--- src/rtl/vga_timing_pkg.sv ---
// Shared timing constants and lock-FSM state type for the VGA sync decoder.
// Holds the 640x480@60 reference timing (800x525 totals, 640x480 visible,
// 96-clock hsync, 2-line vsync) plus the counter widths used by the decoder.
package vga_timing_pkg;

  localparam int H_TOTAL_DEF  = 800;
  localparam int V_TOTAL_DEF  = 525;
  localparam int H_ACTIVE_DEF = 640;
  localparam int V_ACTIVE_DEF = 480;
  localparam int H_SYNC_W     = 96;
  localparam int V_SYNC_W     = 2;

  localparam int CNT_W = 10;
  localparam int ACC_W = 19;

  typedef enum logic [1:0] {
    SEARCH  = 2'd0,
    MEASURE = 2'd1,
    LOCKED  = 2'd2
  } lock_state_e;

endpackage

--- src/rtl/sync_period_counter.sv ---
// Falling-edge detector plus saturating period counter for one sync signal.
// Ports:
//   clk, rst_n : clock, asynchronous active-low reset
//   sync_n     : already-registered active-low sync
//   tick       : count enable (every clock for h, every line start for v)
//   start      : falling edge of sync_n this cycle
//   err        : start seen with a measured period other than TOTAL
module sync_period_counter
  import vga_timing_pkg::*;
#(
  parameter int TOTAL = 800
) (
  input  logic clk,
  input  logic rst_n,
  input  logic sync_n,
  input  logic tick,
  output logic start,
  output logic err
);

  logic             sync_d_p1;
  logic [CNT_W-1:0] period_p1;

  function automatic logic [CNT_W-1:0] sat_inc(input logic [CNT_W-1:0] v);
    return (v == {CNT_W{1'b1}}) ? v : v + 1'b1;
  endfunction

  assign start = sync_d_p1 & ~sync_n;
  // The compare uses the count before the restart, so a coincident tick on
  // the start cycle belongs to the new period.
  assign err   = start & (period_p1 != CNT_W'(TOTAL));

  // ---- stage p1: edge history and period count ----
  always_ff @(posedge clk or negedge rst_n) begin
    if (!rst_n) begin
      sync_d_p1 <= 1'b0;
      period_p1 <= '0;
    end else begin
      sync_d_p1 <= sync_n;
      if (start)
        period_p1 <= tick ? CNT_W'(1) : '0;
      else if (tick)
        period_p1 <= sat_inc(period_p1);
    end
  end

endmodule

--- src/rtl/vga_sync_decoder.sv ---
// Recovers pixel coordinates from a VGA sync/blank stream, tracks timing lock
// and counts lit red/green pixels per frame.
// Ports:
//   VGA_clk, rst_n          : pixel clock, asynchronous active-low reset
//   VGA_hSync, VGA_vSync    : active-low syncs
//   blank_n                 : high inside the visible area
//   pix_r, pix_g, pix_b     : colour channel MSBs
//   px_x, px_y, px_valid    : recovered coordinates, two clocks after the pixel
//   frame_done              : pulse when red_cnt/green_cnt update
//   locked, timing_err      : lock status, pulse on loss of lock
//   red_cnt, green_cnt      : lit-pixel counts of the last complete locked frame
module vga_sync_decoder
  import vga_timing_pkg::*;
#(
  parameter int H_TOTAL  = H_TOTAL_DEF,
  parameter int V_TOTAL  = V_TOTAL_DEF,
  parameter int H_ACTIVE = H_ACTIVE_DEF,
  parameter int V_ACTIVE = V_ACTIVE_DEF
) (
  input  logic             VGA_clk,
  input  logic             rst_n,
  input  logic             VGA_hSync,
  input  logic             VGA_vSync,
  input  logic             blank_n,
  input  logic             pix_r,
  input  logic             pix_g,
  input  logic             pix_b,
  output logic [CNT_W-1:0] px_x,
  output logic [CNT_W-1:0] px_y,
  output logic             px_valid,
  output logic             frame_done,
  output logic             locked,
  output logic             timing_err,
  output logic [ACC_W-1:0] red_cnt,
  output logic [ACC_W-1:0] green_cnt
);

  lock_state_e state, state_nxt;

  logic hs_p0, vs_p0, blank_p0, r_p0, g_p0;
  logic blank_p1;
  logic line_start, line_err, frame_start, frame_err;
  logic blank_rise, blank_fall;
  logic h_act_err, v_act_err, vs_act_err, any_err;
  logic meas_err;
  logic [CNT_W-1:0] act_cnt_p1, act_lines_p1, x_run_p1, y_run_p1, x_cur;
  logic [ACC_W-1:0] red_acc, green_acc, red_sum, green_sum;

  // Blue has no counter; it is part of the pixel interface only.
  logic unused_pix_b;
  assign unused_pix_b = pix_b;

  function automatic logic [CNT_W-1:0] sat_inc(input logic [CNT_W-1:0] v);
    return (v == {CNT_W{1'b1}}) ? v : v + 1'b1;
  endfunction

  function automatic logic [ACC_W-1:0] acc_add(input logic [ACC_W-1:0] a,
                                               input logic             inc);
    return (a == {ACC_W{1'b1}}) ? a : a + ACC_W'(inc);
  endfunction

  // ---- stage p0: input registers ----
  always_ff @(posedge VGA_clk or negedge rst_n) begin
    if (!rst_n) begin
      hs_p0    <= 1'b0;
      vs_p0    <= 1'b0;
      blank_p0 <= 1'b0;
      r_p0     <= 1'b0;
      g_p0     <= 1'b0;
    end else begin
      hs_p0    <= VGA_hSync;
      vs_p0    <= VGA_vSync;
      blank_p0 <= blank_n;
      r_p0     <= pix_r;
      g_p0     <= pix_g;
    end
  end

  sync_period_counter #(.TOTAL(H_TOTAL)) u_h_period (
    .clk    (VGA_clk),
    .rst_n  (rst_n),
    .sync_n (hs_p0),
    .tick   (1'b1),
    .start  (line_start),
    .err    (line_err)
  );

  sync_period_counter #(.TOTAL(V_TOTAL)) u_v_period (
    .clk    (VGA_clk),
    .rst_n  (rst_n),
    .sync_n (vs_p0),
    .tick   (line_start),
    .start  (frame_start),
    .err    (frame_err)
  );

  assign blank_rise = blank_p0 & ~blank_p1;
  assign blank_fall = ~blank_p0 & blank_p1;

  // An active cycle beyond H_ACTIVE, an active line beyond V_ACTIVE, or any
  // active cycle during vertical sync breaks the expected raster.
  assign h_act_err  = blank_p0 & ~line_start & (act_cnt_p1 >= CNT_W'(H_ACTIVE));
  assign v_act_err  = blank_rise & ~frame_start & (act_lines_p1 >= CNT_W'(V_ACTIVE));
  assign vs_act_err = blank_p0 & ~vs_p0;
  assign any_err    = line_err | frame_err | h_act_err | v_act_err | vs_act_err;

  assign locked = (state == LOCKED);

  assign x_cur     = blank_rise ? '0 : sat_inc(x_run_p1);
  // The pixel on the frame-start cycle still belongs to the closing frame.
  assign red_sum   = acc_add(red_acc,   blank_p0 & r_p0);
  assign green_sum = acc_add(green_acc, blank_p0 & g_p0);

  always_comb begin
    state_nxt = state;
    case (state)
      SEARCH:  if (frame_start) state_nxt = MEASURE;
      MEASURE: if (frame_start && !meas_err && !any_err) state_nxt = LOCKED;
      LOCKED:  if (any_err) state_nxt = SEARCH;
      default: state_nxt = SEARCH;
    endcase
  end

  // ---- stage p1: lock state, raster tracking, accumulation, outputs ----
  always_ff @(posedge VGA_clk or negedge rst_n) begin
    if (!rst_n) begin
      state      <= SEARCH;
      meas_err   <= 1'b0;
      timing_err <= 1'b0;
    end else begin
      state      <= state_nxt;
      timing_err <= locked & any_err;
      // Each frame start opens a fresh measurement window.
      if (frame_start)
        meas_err <= 1'b0;
      else if (any_err)
        meas_err <= 1'b1;
    end
  end

  always_ff @(posedge VGA_clk or negedge rst_n) begin
    if (!rst_n) begin
      blank_p1     <= 1'b0;
      act_cnt_p1   <= '0;
      act_lines_p1 <= '0;
      x_run_p1     <= '0;
      y_run_p1     <= '0;
      px_x         <= '0;
      px_y         <= '0;
      px_valid     <= 1'b0;
      red_acc      <= '0;
      green_acc    <= '0;
      red_cnt      <= '0;
      green_cnt    <= '0;
      frame_done   <= 1'b0;
    end else begin
      blank_p1 <= blank_p0;

      if (line_start)
        act_cnt_p1 <= blank_p0 ? CNT_W'(1) : '0;
      else if (blank_p0)
        act_cnt_p1 <= sat_inc(act_cnt_p1);

      if (frame_start)
        act_lines_p1 <= blank_rise ? CNT_W'(1) : '0;
      else if (blank_rise)
        act_lines_p1 <= sat_inc(act_lines_p1);

      if (blank_p0)
        x_run_p1 <= x_cur;

      if (frame_start)
        y_run_p1 <= '0;
      else if (blank_fall)
        y_run_p1 <= sat_inc(y_run_p1);

      px_valid <= blank_p0 & locked;
      if (blank_p0 && locked) begin
        px_x <= x_cur;
        px_y <= y_run_p1;
      end

      frame_done <= frame_start & locked;
      if (frame_start) begin
        red_acc   <= '0;
        green_acc <= '0;
        if (locked) begin
          red_cnt   <= red_sum;
          green_cnt <= green_sum;
        end
      end else begin
        red_acc   <= red_sum;
        green_acc <= green_sum;
      end
    end
  end

endmodule

--- config.mk ---
export PLATFORM = sky130hd
export DESIGN_NAME = vga_sync_decoder
export DESIGN_NICKNAME = d
export VERILOG_FILES = /design/src/rtl/vga_timing_pkg.sv /design/src/rtl/sync_period_counter.sv /design/src/rtl/vga_sync_decoder.sv
export SDC_FILE = /design/constraint.sdc
export NUM_CORES = 1
export LEC_CHECK = 0
export ABC_AREA = 1
export CAP_MARGIN = 15
export CORE_MARGIN = 1.5
export CORE_UTILIZATION = 58
export CTS_CLUSTER_DIAMETER = 100
export DETAILED_ROUTE_END_ITERATION = 8
export GPL_TIMING_DRIVEN = 0
export PLACE_DENSITY = 0.88
export SYNTH_ARGS = -nofsm -noshare
export SYNTH_HDL_FRONTEND = slang
export SYNTH_SLANG_ARGS = --single-unit
--- constraint.sdc ---
create_clock -name VGA_clk -period 2.8 [get_ports VGA_clk]
set_input_delay 0.42 -clock VGA_clk [delete_from_list [all_inputs] [get_ports VGA_clk]]
set_output_delay 0.42 -clock VGA_clk [all_outputs]
set_load 0.01 [all_outputs]
==> results.md, run 1 <==
- Status: finished with violations
- Failing checks: negative hold slack
- Post-synthesis compound-gate area fraction: 0.101
- Post-synthesis simple-gate area fraction: 0.263
- Main combinational cell family by area after synthesis: simple AND/OR/NAND/NOR gates
- Yosys cell types: 48
- Maxcap violations: 0
- Synth area leaders: dfrtp_1 (50%), nand2_1 (10%), inv_1 (4.6%), nand3_1 (4.2%), nor2_1 (4.1%)
- Chip height: 124 um
- # nets final: 1,114
- Iter 0 DRT Violations: 813
- Placeable Area: 0.0144 mm2
- Syn avg cell area: 8.47 um2
- Post-synth top cells: nand2_1 (232), dfrtp_1 (170), inv_1 (105)
- Slew Viols, Final: 0
- RSZ-0062 raised after global routing: false
- Tot GR Track Use: 0.269
- Leakage: 4.61 nW
- Area grow syn2layout: 17.4%
- CP Data Arrival Time: 2.75 ns
- Pin count of the biggest net entering global routing: 89
- Vias per inst: 5.59
- H-Tree Depth: 4
- Clock power share: 0.362
- Number of global-route vias before repair: 6,862
- I/O pins: 70
- Multi-input logic area: 0.00367 mm2
- Sequential fraction of the synthesis area: 0.500
- Cell count after synthesis: 1,005
- Setup Buffers After CTS: 0
- Post-synthesis mux area share: 0
- Fin crit period: 2.44 ns
- Diodes inserted: 0
- Finished Cell Area: 0.0100 mm2
- Die W: 124 um
- Vias: 7,208
- Leading area contributor after synthesis: dfrtp_1
- Clk_lat worst skew: 0.43 ns
- Num CTS Buffers: 17
- CP endpoint kind: flop
- Most common cell in the netlist: nand2_1
- Period Utilization, post-route: 0.873
- Skew final: 0.0109 ns
- Yosys top cell area share: 0.500
- Final Routed Wirelength: 19.5 mm
- Flops & latches, synth: 170
- RePlAce Congestion: 0.940
- Slew headroom: 0.562
- Site Rows: 44
- First-pass GRT wire length: 32.1 mm
- Ys Warns: 0
- Drt drc: 0
- Worst-Margin Slew: 0.656 ns
- Die footprint: 0.0154 mm2
- Share of synthesized registers carrying an async set or reset: 1.00
- Initial core utilization: 0.590
- Clk sinks: 170
- Max VDD drop: 0.427 mV
- Critical path launch point: blank_p0
- WL/cell: 15.2 um
- Post-DP Area: 0.00946 mm2
- Sequential cell fraction of total power: 0.478
- Antenna-violating nets left: 0
- Endpoints failing setup: 0
- Setup Crit Path Kind: reg2reg
- Resize count post-CTS: 0
- Post-cts hold buffer count: 0
- Cell Int Power: 0.00437 W
- PortBufs: 68
- Post-DP HPWL: 13.5 mm
- Overflow after GRT: 0
- Hold_ws: -0.0269 ns
- XOR/XNOR Fraction of Synth Area: 0.0463
- Share of cells above drive strength 1: 0.101
- Sw Pwr: 0.00165 W
- Maximum clock frequency: 409 MHz
- Hold/Removal Path Class: in2async
- Sequential cell area: 0.00425 mm2
- Pwr dens: 602 mW/mm2
- Tot Pwr: 0.00602 W
- Mapped Area: 0.00851 mm2
- Reg clk slew, reported paths: 0.06 ns
- Main synth FF type: dfrtp_1
- Root Driver: clkbuf_16
- Combinational share of power: 0.160
- CTS Buffer Depth: 2
- Worst-path fanout max: 18
- Number of synthesized flops with an enable pin: 0
- RR Startpoint: blank_p0
- Worst Path Required: 3.10 ns
- Final Hold Viols: 16
- Syn Nets: 1,027
- Adder-Cell Fraction of Synth Area: 0.0206
- Layout fillers: 1,097
- Worst setup SP type: flop
- Initial antenna violation count: 0
- Pre-Repair DR Iteration Count: 5
- Sw Share: 0.274
- Final Util: 0.693
- CTS tree: yes
- TNS Setup: 0 ns
-- worst max-delay path: stages, from the launching register on --
cell	delay, ns
dfrtp_1	0.34
buf_2	0.34
nand2_1	0.09
inv_1	0.06
ha_1	0.26
ha_1	0.30
nand3_1	0.19
nor2_1	0.23
nand4_1	0.15
xor2_1	0.23
a31oi_1	0.12
-- power groups by stage --
| stage | Sequential [W] | Clock [W] | Combinational [W] |
|---|---|---|---|
| floorplan | 0.00296 | 0 | 0.000424 |
| global placement | 0.00291 | 0 | 0.000926 |
| detailed placement | 0.00292 | 0 | 0.000969 |
| CTS | 0.00288 | 0.00219 | 0.000973 |
| global route | 0.00291 | 0.00230 | 0.00107 |
| finish | 0.00288 | 0.00218 | 0.000965 |
-- layout make-up --
cell class	count	share of cell area
Sequential cell	170	0.426
Multi-Input combinational cell	691	0.367
Timing Repair Buffer	69	0.0713
Clock buffer	23	0.0478
Inverter	113	0.0428
Tap cell	184	0.0230
Buffer	30	0.0155
Clock inverter	9	0.00676
-- flip-flops by register name (all words and copies together), names as in the netlist, 2 cells and up --
| register | count |
|---|---|
| u_h_period.period_p1 | 10 |
| px_y | 10 |
| act_lines_p1 | 10 |
| green_cnt | 19 |
| state | 2 |
| act_cnt_p1 | 10 |
| red_cnt | 19 |
| y_run_p1 | 10 |
| u_v_period.period_p1 | 10 |
| red_acc | 19 |
| px_x | 10 |
| x_run_p1 | 10 |
| green_acc | 19 |
-- worst paths after layout --
check	depth (start not counted)	slack (ns)	to
setup / recovery	10	0.36	red_cnt[14]
hold / removal	1	-0.03	red_cnt[10]
setup reg to reg	10	0.36	red_cnt[14]
hold reg to reg	0	0.37	blank_p1
max in group asynchronous	2	1.99	act_cnt_p1[1]
min in group VGA_clk	0	0.37	blank_p1
-- logic make-up after synthesis --
logic type | after synthesis
adders and majority gates | 14
AOI/OAI and AO/OA | 144
buffers and inverters | 144
and+or+nand+nor | 488
DFF | 170
xor gates and xnor gates | 45
-- per-layer routing --
layer | vias to the layer above | wire, um | global-route usage
met1 | 3436 | 8470 | 0.345
met4 | 0 | 357 | 0.0966
li1 | 3458 | - | -
met3 | 40 | 1070 | 0.0568
met5 | - | 0 | 0
met2 | 274 | 9630 | 0.452
-- through the flow --
step,setup WS (ns),cells
2_1_floorplan,0.661,1005
3_3_place_gp,-5.36,1257
3_5_place_dp,0.0845,1258
4_1_cts,0.0486,1290
5_1_grt,0.0823,1289
6_report,0.357,1289
-- placed cells by master, fill, tap and decap left out, types with 4 or more instances in the layout --
| master | n |
|---|---|
| a21oi_1 | 38 |
| a31oi_1 | 26 |
| buf_2 | 13 |
| clkbuf_1 | 12 |
| clkbuf_16 | 17 |
| clkdlybuf4s50_1 | 67 |
| clkinv_4 | 4 |
| dfrtp_1 | 170 |
| ha_1 | 14 |
| inv_1 | 105 |
| inv_2 | 6 |
| nand2_1 | 232 |
| nand2_2 | 7 |
| nand3_1 | 71 |
| nand3_2 | 8 |
| nand4_1 | 24 |
| nor2_1 | 92 |
| nor2_2 | 10 |
| nor3_1 | 17 |
| o21ai_0 | 41 |
| o21ai_1 | 9 |
| o21ai_2 | 12 |
| o31ai_1 | 9 |
| or2_2 | 4 |
| xnor2_1 | 11 |
| xor2_1 | 34 |
(Power assumes the default switching activity.)
==> run 2, diff against run 1 <==
--- a/config.mk
+++ b/config.mk
@@ -6,7 +6,7 @@
 export NUM_CORES = 1
 export LEC_CHECK = 0
 export ABC_AREA = 1
-export CAP_MARGIN = 15
+export CAP_MARGIN = 40
 export CORE_MARGIN = 1.5
 export CORE_UTILIZATION = 58
 export CTS_CLUSTER_DIAMETER = 100
==> results of run 2 <==
No change in the layout: final DEF, timing and power equal those of run 1.
==> run 3, diff against run 2 <==
--- a/config.mk
+++ b/config.mk
@@ -5,14 +5,13 @@
 export SDC_FILE = /design/constraint.sdc
 export NUM_CORES = 1
 export LEC_CHECK = 0
-export ABC_AREA = 1
 export CAP_MARGIN = 40
 export CORE_MARGIN = 1.5
-export CORE_UTILIZATION = 58
+export CORE_UTILIZATION = 52
 export CTS_CLUSTER_DIAMETER = 100
 export DETAILED_ROUTE_END_ITERATION = 8
 export GPL_TIMING_DRIVEN = 0
-export PLACE_DENSITY = 0.88
+export PLACE_DENSITY = 0.84
 export SYNTH_ARGS = -nofsm -noshare
 export SYNTH_HDL_FRONTEND = slang
 export SYNTH_SLANG_ARGS = --single-unit
==> constraint.sdc (replaced) <==
create_clock -name VGA_clk -period 2.2 [get_ports VGA_clk]
set_input_delay 0.33 -clock VGA_clk [delete_from_list [all_inputs] [get_ports VGA_clk]]
set_output_delay 0.33 -clock VGA_clk [all_outputs]
set_load 0.01 [all_outputs]
==> run 3 against run 2 <==
Against the previous run:
- the flow finishes with violations (design-rule violations)
- final cell count down 15%
- sequential power up 18%
- sequential share of layout area increased by 1.6 points
- total power is 20% higher
- clock skew down 0.0047 ns
- clock-buffer cell count is 4 higher
- register-to-register slack worse by 0.22 ns
- critical path depth down 1
- non-clock buffer count increased by 6
- clock power rose by 51%
- via count decreased by 12%
- largest cell class unchanged
- highest routed layer unchanged
==> results.md, run 3 <==
- Final Routed Wirelength: 17.6 mm (-10%)
- Skew final: 0.00621 ns (-0.00465 ns)
- PortBufs: 68 (unchanged)
- Yosys top cell area share: 0.541 (+0.0415)
- CTS Buffer Depth: 2 (unchanged)
- Worst Path Required: 2.49 ns (-0.61 ns)
- Reg clk slew, reported paths: 0.06 ns (about the same)
- Sequential cell fraction of total power: 0.473 (-0.005)
- Maximum clock frequency: 484 MHz (+18%)
- Area grow syn2layout: 22.7%
- Hold/Removal Path Class: in2reg
- Period Utilization, post-route: 0.940 (+0.0673)
- Pwr dens: 747 mW/mm2 (+24%)
- Clk_lat worst skew: 0.42 ns (about the same)
- Cell Int Power: 0.00558 W (+28%)
- RePlAce Congestion: 0.868 (-7.7%)
- Cell count after synthesis: 800 (-20%)
- Tot Pwr: 0.00720 W (+20%)
- # nets final: 915 (-18%)
- I/O pins: 70 (unchanged)
- Slew Viols, Final: 0 (unchanged)
- Most common cell after layout, fill and taps aside: dfrtp_1
- Root Driver: clkbuf_16
- Hold_ws: 0.342 ns (+0.368 ns)
- Sw Share: 0.225 (-0.0491)
- Fin crit period: 2.07 ns (-0.375 ns)
- First-pass GRT wire length: 29.6 mm (-7.7%)
- Number of synthesized flops with an enable pin: 0 (unchanged)
- Diodes inserted: 0 (unchanged)
- Final Util: 0.658 (-0.0348)
- Max VDD drop: 0.593 mV (+39%)
- Most frequent cells in the layout: dfrtp_1 (169), nor2_1 (100), nand2_1 (93)
- HP Start: blank_n
- Main synth FF type: dfrtp_1
- Status: finished with violations
- Leading area contributor after synthesis: dfrtp_1
- Share of cells above drive strength 1: 0.0916 (-0.00975)
- Slew headroom: 0.562 (-0.000926)
- Ys Warns: 0 (unchanged)
- Leakage: 4.13 nW (-10%)
- CP Data Arrival Time: 2.36 ns (-0.39 ns)
- Iter 0 DRT Violations: 454 (-44%)
- Chip height: 126 um (+1.4%)
- Antenna-violating nets left: 0 (unchanged)
- Syn avg cell area: 9.82 um2 (+16%)
- RR Startpoint: blank_p0
- Endpoint of the worst-slack reg-to-reg timing path: green_cnt[16]
- Placeable Area: 0.0146 mm2 (+1.5%)
- Post-DP HPWL: 11.4 mm (-16%)
- Number of global-route vias before repair: 6,228 (-9.2%)
- R2R cell count: 9 (-1)
- Most common cell in the netlist: dfrtp_1
- RSZ-0062 raised after global routing: false
- Post-DP Area: 0.00883 mm2 (-6.6%)
- Vias: 6,347 (-12%)
- Maxcap violations: 0 (unchanged)
- Overflow after GRT: 0 (unchanged)
- Initial core utilization: 0.537 (-0.0535)
- CP endpoint kind: flop
- Sequential fraction of the synthesis area: 0.541 (+0.0415)
- Yosys cell types: 54 (+13%)
- Hold path depth: 1
- Initial antenna violation count: 0 (unchanged)
- Endpoints failing setup: 0 (unchanged)
- Tot GR Track Use: 0.231 (-0.0381)
- Pre-Repair DR Iteration Count: 7 (+2)
- Failing checks: design-rule violations
- Combinational share of power: 0.071 (-0.089)
- Site Rows: 44 (unchanged)
- Finished Cell Area: 0.00964 mm2 (-3.6%)
- Drt drc: 5 (+5)
- Vias per inst: 5.82 (+4.1%)
- Sw Pwr: 0.00162 W (-1.9%)
- Final Hold Viols: 0 (-16)
- CTS tree: yes
- Die footprint: 0.0159 mm2 (+2.9%)
- Setup Crit Path Kind: reg2reg
- Pin count of the biggest net entering global routing: 129 (+45%)
- Syn Nets: 822 (-20%)
- Synth area leaders: dfrtp_1 (54%), nor2_1 (4.9%), nand2_1 (4.4%), xor2_1 (3.6%), o21ai_0 (2.4%)
- Post-synth top cells: dfrtp_1 (170), nor2_1 (102), nand2_1 (93)
- Worst-path fanout max: 6 (-12)
- WL/cell: 16.1 um (+6.3%)
- Worst-Margin Slew: 0.653 ns (-0.00363 ns)
- Worst hold path endpoint: blank_p0
- R2R Setup Slk: 0.13 ns (-0.22 ns)
- Share of synthesized registers carrying an async set or reset: 1.00 (unchanged)
- Worst setup SP type: flop
- Num CTS Buffers: 17 (unchanged)
- H-Tree Depth: 4 (unchanged)
- Mapped Area: 0.00786 mm2 (-7.7%)
- Clk sinks: 170 (unchanged)
- Clock power share: 0.457 (+0.095)
- Die W: 126 um (+1.4%)
- Flops & latches, synth: 170 (unchanged)
[run 3: changes by cell type in the layout (fill, tap and decap cells not counted), sizes merged, moves of 14 or more]
cell | previous run | this run
buf | 23 | 9
nand2 | 241 | 93
clkbuf | 32 | 55
a31oi | 26 | 10
inv | 112 | 20
nand3 | 79 | 36
[run 3: per-layer routing]
metal	vias to the layer above	global-route usage	part of all wire
li1	3001	-	-
met1	3118	0.300	0.44
met2	193	0.384	0.49
met3	35	0.0540	0.053
met4	0	0.0771	0.021
met5	-	0	0
[run 3: how the worst max path moves through the flow]
stage	startpoint	endpoint	slack, ns	cells past startpoint
floorplan	blank_p0	red_cnt[10]	0.004	10
global placement	rst_n	x_run_p1[5]	-5.95	1
detailed placement	blank_p0	red_cnt[12]	-0.35	10
CTS	blank_p0	red_cnt[12]	0.02	9
global route	green_acc[4]	green_cnt[6]	0.003	5
finish	blank_p0	green_cnt[16]	0.13	9
[run 3: timing repair]
action                                  CTS  global route
endpoints found under the setup margin   53            25
setup buffers                             1             3
pin swaps                                 1             8
endpoints found under the hold margin    42             0
hold buffers                              1             0
gates resized for setup                   7            18
[run 3: layout make-up]
| type | instances | area (um2) |
|---|---|---|
| fill | 1111 | 5000 |
| sequential | 170 | 4260 |
| multi-input combinational | 579 | 3520 |
| timing repair buffer | 75 | 758 |
| clock buffer | 27 | 533 |
| tap | 184 | 230 |
| buffer | 30 | 136 |
| clock inverter | 5 | 128 |
| inverter | 20 | 75.1 |
[run 3: logic make-up after synthesis]
logic type	count (synthesis)	share of synthesized area
compound gates	147	0.113
flops	170	0.541
xor+xnor	53	0.0591
buf+inv	51	0.0247
fa+ha+maj	14	0.0223
simple gates	346	0.213
mux	19	0.0261
[run 3: power groups by stage]
stage	clock network [W]	registers, W	logic (W)
floorplan	0	0.00343	0.000301
detailed placement	0	0.00345	0.000494
global route	0.00346	0.00343	0.000584
global placement	0	0.00345	0.000467
finish	0.00329	0.00340	0.000508
CTS	0.00333	0.00340	0.000507
[run 3: critical path: stages, from the launching register on]
cell	delay (ns)
dfrtp_2	0.42
clkbuf_16	0.15
and2_1	0.14
ha_2	0.19
ha_2	0.18
and3_4	0.20
nor2b_4	0.15
a31o_2	0.27
a21oi_2	0.16
o21ai_1	0.08
[run 3: through the flow]
stage / setup TNS [ns] / setup WS [ns] / instances
after detailed placement: -8.63 / -0.351 / 1053
after global routing: 0 / 0.00282 / 1090
after CTS: 0 / 0.0163 / 1086
after global placement: -1015.82 / -5.95 / 1052
final: 0 / 0.132 / 1090
after floorplan: 0 / 0.00419 / 800
==> edit: new RTL, settings of run 3 <==
The 3 states of `lock_state_e` get a one-hot encoding in 3 bits.
--- a/src/rtl/vga_timing_pkg.sv
+++ b/src/rtl/vga_timing_pkg.sv
@@ -13,10 +13,10 @@
   localparam int CNT_W = 10;
   localparam int ACC_W = 19;
 
-  typedef enum logic [1:0] {
-    SEARCH  = 2'd0,
-    MEASURE = 2'd1,
-    LOCKED  = 2'd2
+  typedef enum logic [2:0] {
+    SEARCH  = 3'b001,
+    MEASURE = 3'b010,
+    LOCKED  = 3'b100
   } lock_state_e;
 
 endpackage
Function: same outputs for any inputs over 10 cycles, from zero or initial values and one cycle with rst_n low; not proved beyond that.
==> edit against run 3 <==
- hold slack got worse by 10 ps
- clock skew is 0.98 ps higher
- synthesized area up 1.9%
- sequential share of layout area increased by 0.12 points
- final area up 0.38%
- power down 2.8%
- final cell count shrank 0.18%
- sequential cell count rose by 1
- wire length down 4.1%
- worst setup slack got worse by 7.6 ps
- count of clock-buffer cells in the layout is 5 lower
- maximum frequency is 0.37% lower
- clock power fell by 6%
- first-iteration DRC count is 12% lower
==> edit: results (changes against run 3) <==
Outcome
  • Status: finished clean (was finished with violations)

Routing
  • Total wire length: 16.8 mm (was 17.6 mm)
  • Wire per inst: 15.5 um (was 16.1 um)
  • Via count: 6110 (was 6347)

Logic synthesis
  • Post-Syn Instances: 797 (was 800)
  • Synth Area in Compound Gates: 10.7% (was 11.3%)
  • Cell variety after synth: 73 (was 54)
  • Syn_nets: 819 (was 822)
  • Adder-cell share of the synthesized area: 2.19% (was 2.23%)
  • Xor and xnor fraction of the mapped netlist area: 6.89% (was 5.91%)
  • Multiplexer share of the synthesized area: 2.53% (was 2.61%)
  • Top cells by count, synth: 170 x dfrtp_1, 103 x nor2_1, 102 x nand2_1 (was 170 x dfrtp_1, 102 x nor2_1, 93 x nand2_1)
  • Top post-synthesis cells by area: dfrtp_1 53%, nor2_1 4.8%, nand2_1 4.8% (was dfrtp_1 54%, nor2_1 4.9%, nand2_1 4.4%)

Layout
  • # nets final: 909 (was 915)
  • Fraction of area in registers: 44.3% (was 44.1%)
  • Multi-input combinational area share: 37.0% (was 36.6%)
  • Clkbuf count: 22 (was 27)
  • #MultiIn Comb: 577 (was 579)
  • Fill cells: 1170 (was 1111)
  • NonClk Buf Share: 9.15% (was 9.28%)
  • Num sequential: 171 (was 170)
  • Clock buf/inv share: 6.35% (was 6.85%)
  • Finished Core Util: 63.9% (was 65.8%)

Placed design
  • Placed Cells: 1054 (was 1053)
  • Placer congestion estimate: 0.843 (was 0.868)
  • DP Worst Slack: -467 ps (was -351 ps)
  • Placed Instance Area: 9010 sq um (was 8830 sq um)

Setup path
  • Delay-heaviest family, CP: simple AND/OR/NAND/NOR gates (was compound AO/OA/AOI/OAI gates)
  • Worst Setup EP: red_cnt[12]$_DFFE_PN0P_ (was green_cnt[16]$_DFFE_PN0P_)
  • Max stage delay on crit path: 400 ps (was 420 ps)

STA
  • Slew @ Worst Pin: 717 ps (was 653 ps)
  • Final hold slack: 331 ps (was 342 ps)
  • Fmax achieved: 0.482 GHz (was 0.484 GHz)

Global routing
  • Largest net degree at the start of global routing: 103 (was 129)
  • Total Routing Usage GR: 22.1% (was 23.1%)
  • First-pass GRT wire length: 28.5 mm (was 29.6 mm)

Power
  • Leakage Power: 4.22 nW (was 4.13 nW)
  • Maximum vdd ir drop: 0.000592 V (was 0.000593 V)

Floorplan
  • Tap Cells: 188 (was 184)
[edit: cell count changes after synthesis, moves of 4 or more]
cell,run 3,this run
xnor2_1,21,34
nor3_1,18,23
buf_1,1,6
nand2_1,93,102
o31ai_1,3,9
clkbuf_1,28,17
o21ai_0,37,45
nand4_1,28,15
and3_1,13,5
o21ai_1,32,11
nand3_1,35,31
[edit: routing by layer]
metal,up-vias,track usage [%],routed length (um)
met3,20,5.03,611
met1,2994,29.7,7800
met5,-,0,0
met2,135,36.3,8200
met4,0,6.42,212
li1,2961,-,-
[edit: report_power, final]
| group | leakage, nW | switching, W | internal, W | total, W |
|---|---|---|---|---|
| logic | 1.59 | 0.000298 | 0.000187 | 0.000484 |
| registers | 2.34 | 0.000145 | 0.00327 | 0.00341 |
| clock network | 0.292 | 0.00123 | 0.00188 | 0.00310 |
[edit: repair_timing]
action,in CTS,in global routing
resized for setup,5,8
setup endpoints to repair,67,16
buffers inserted,1,1
hold buffers,1,0
gates cloned,0,1
pin swaps,0,2
hold endpoints to repair,69,0
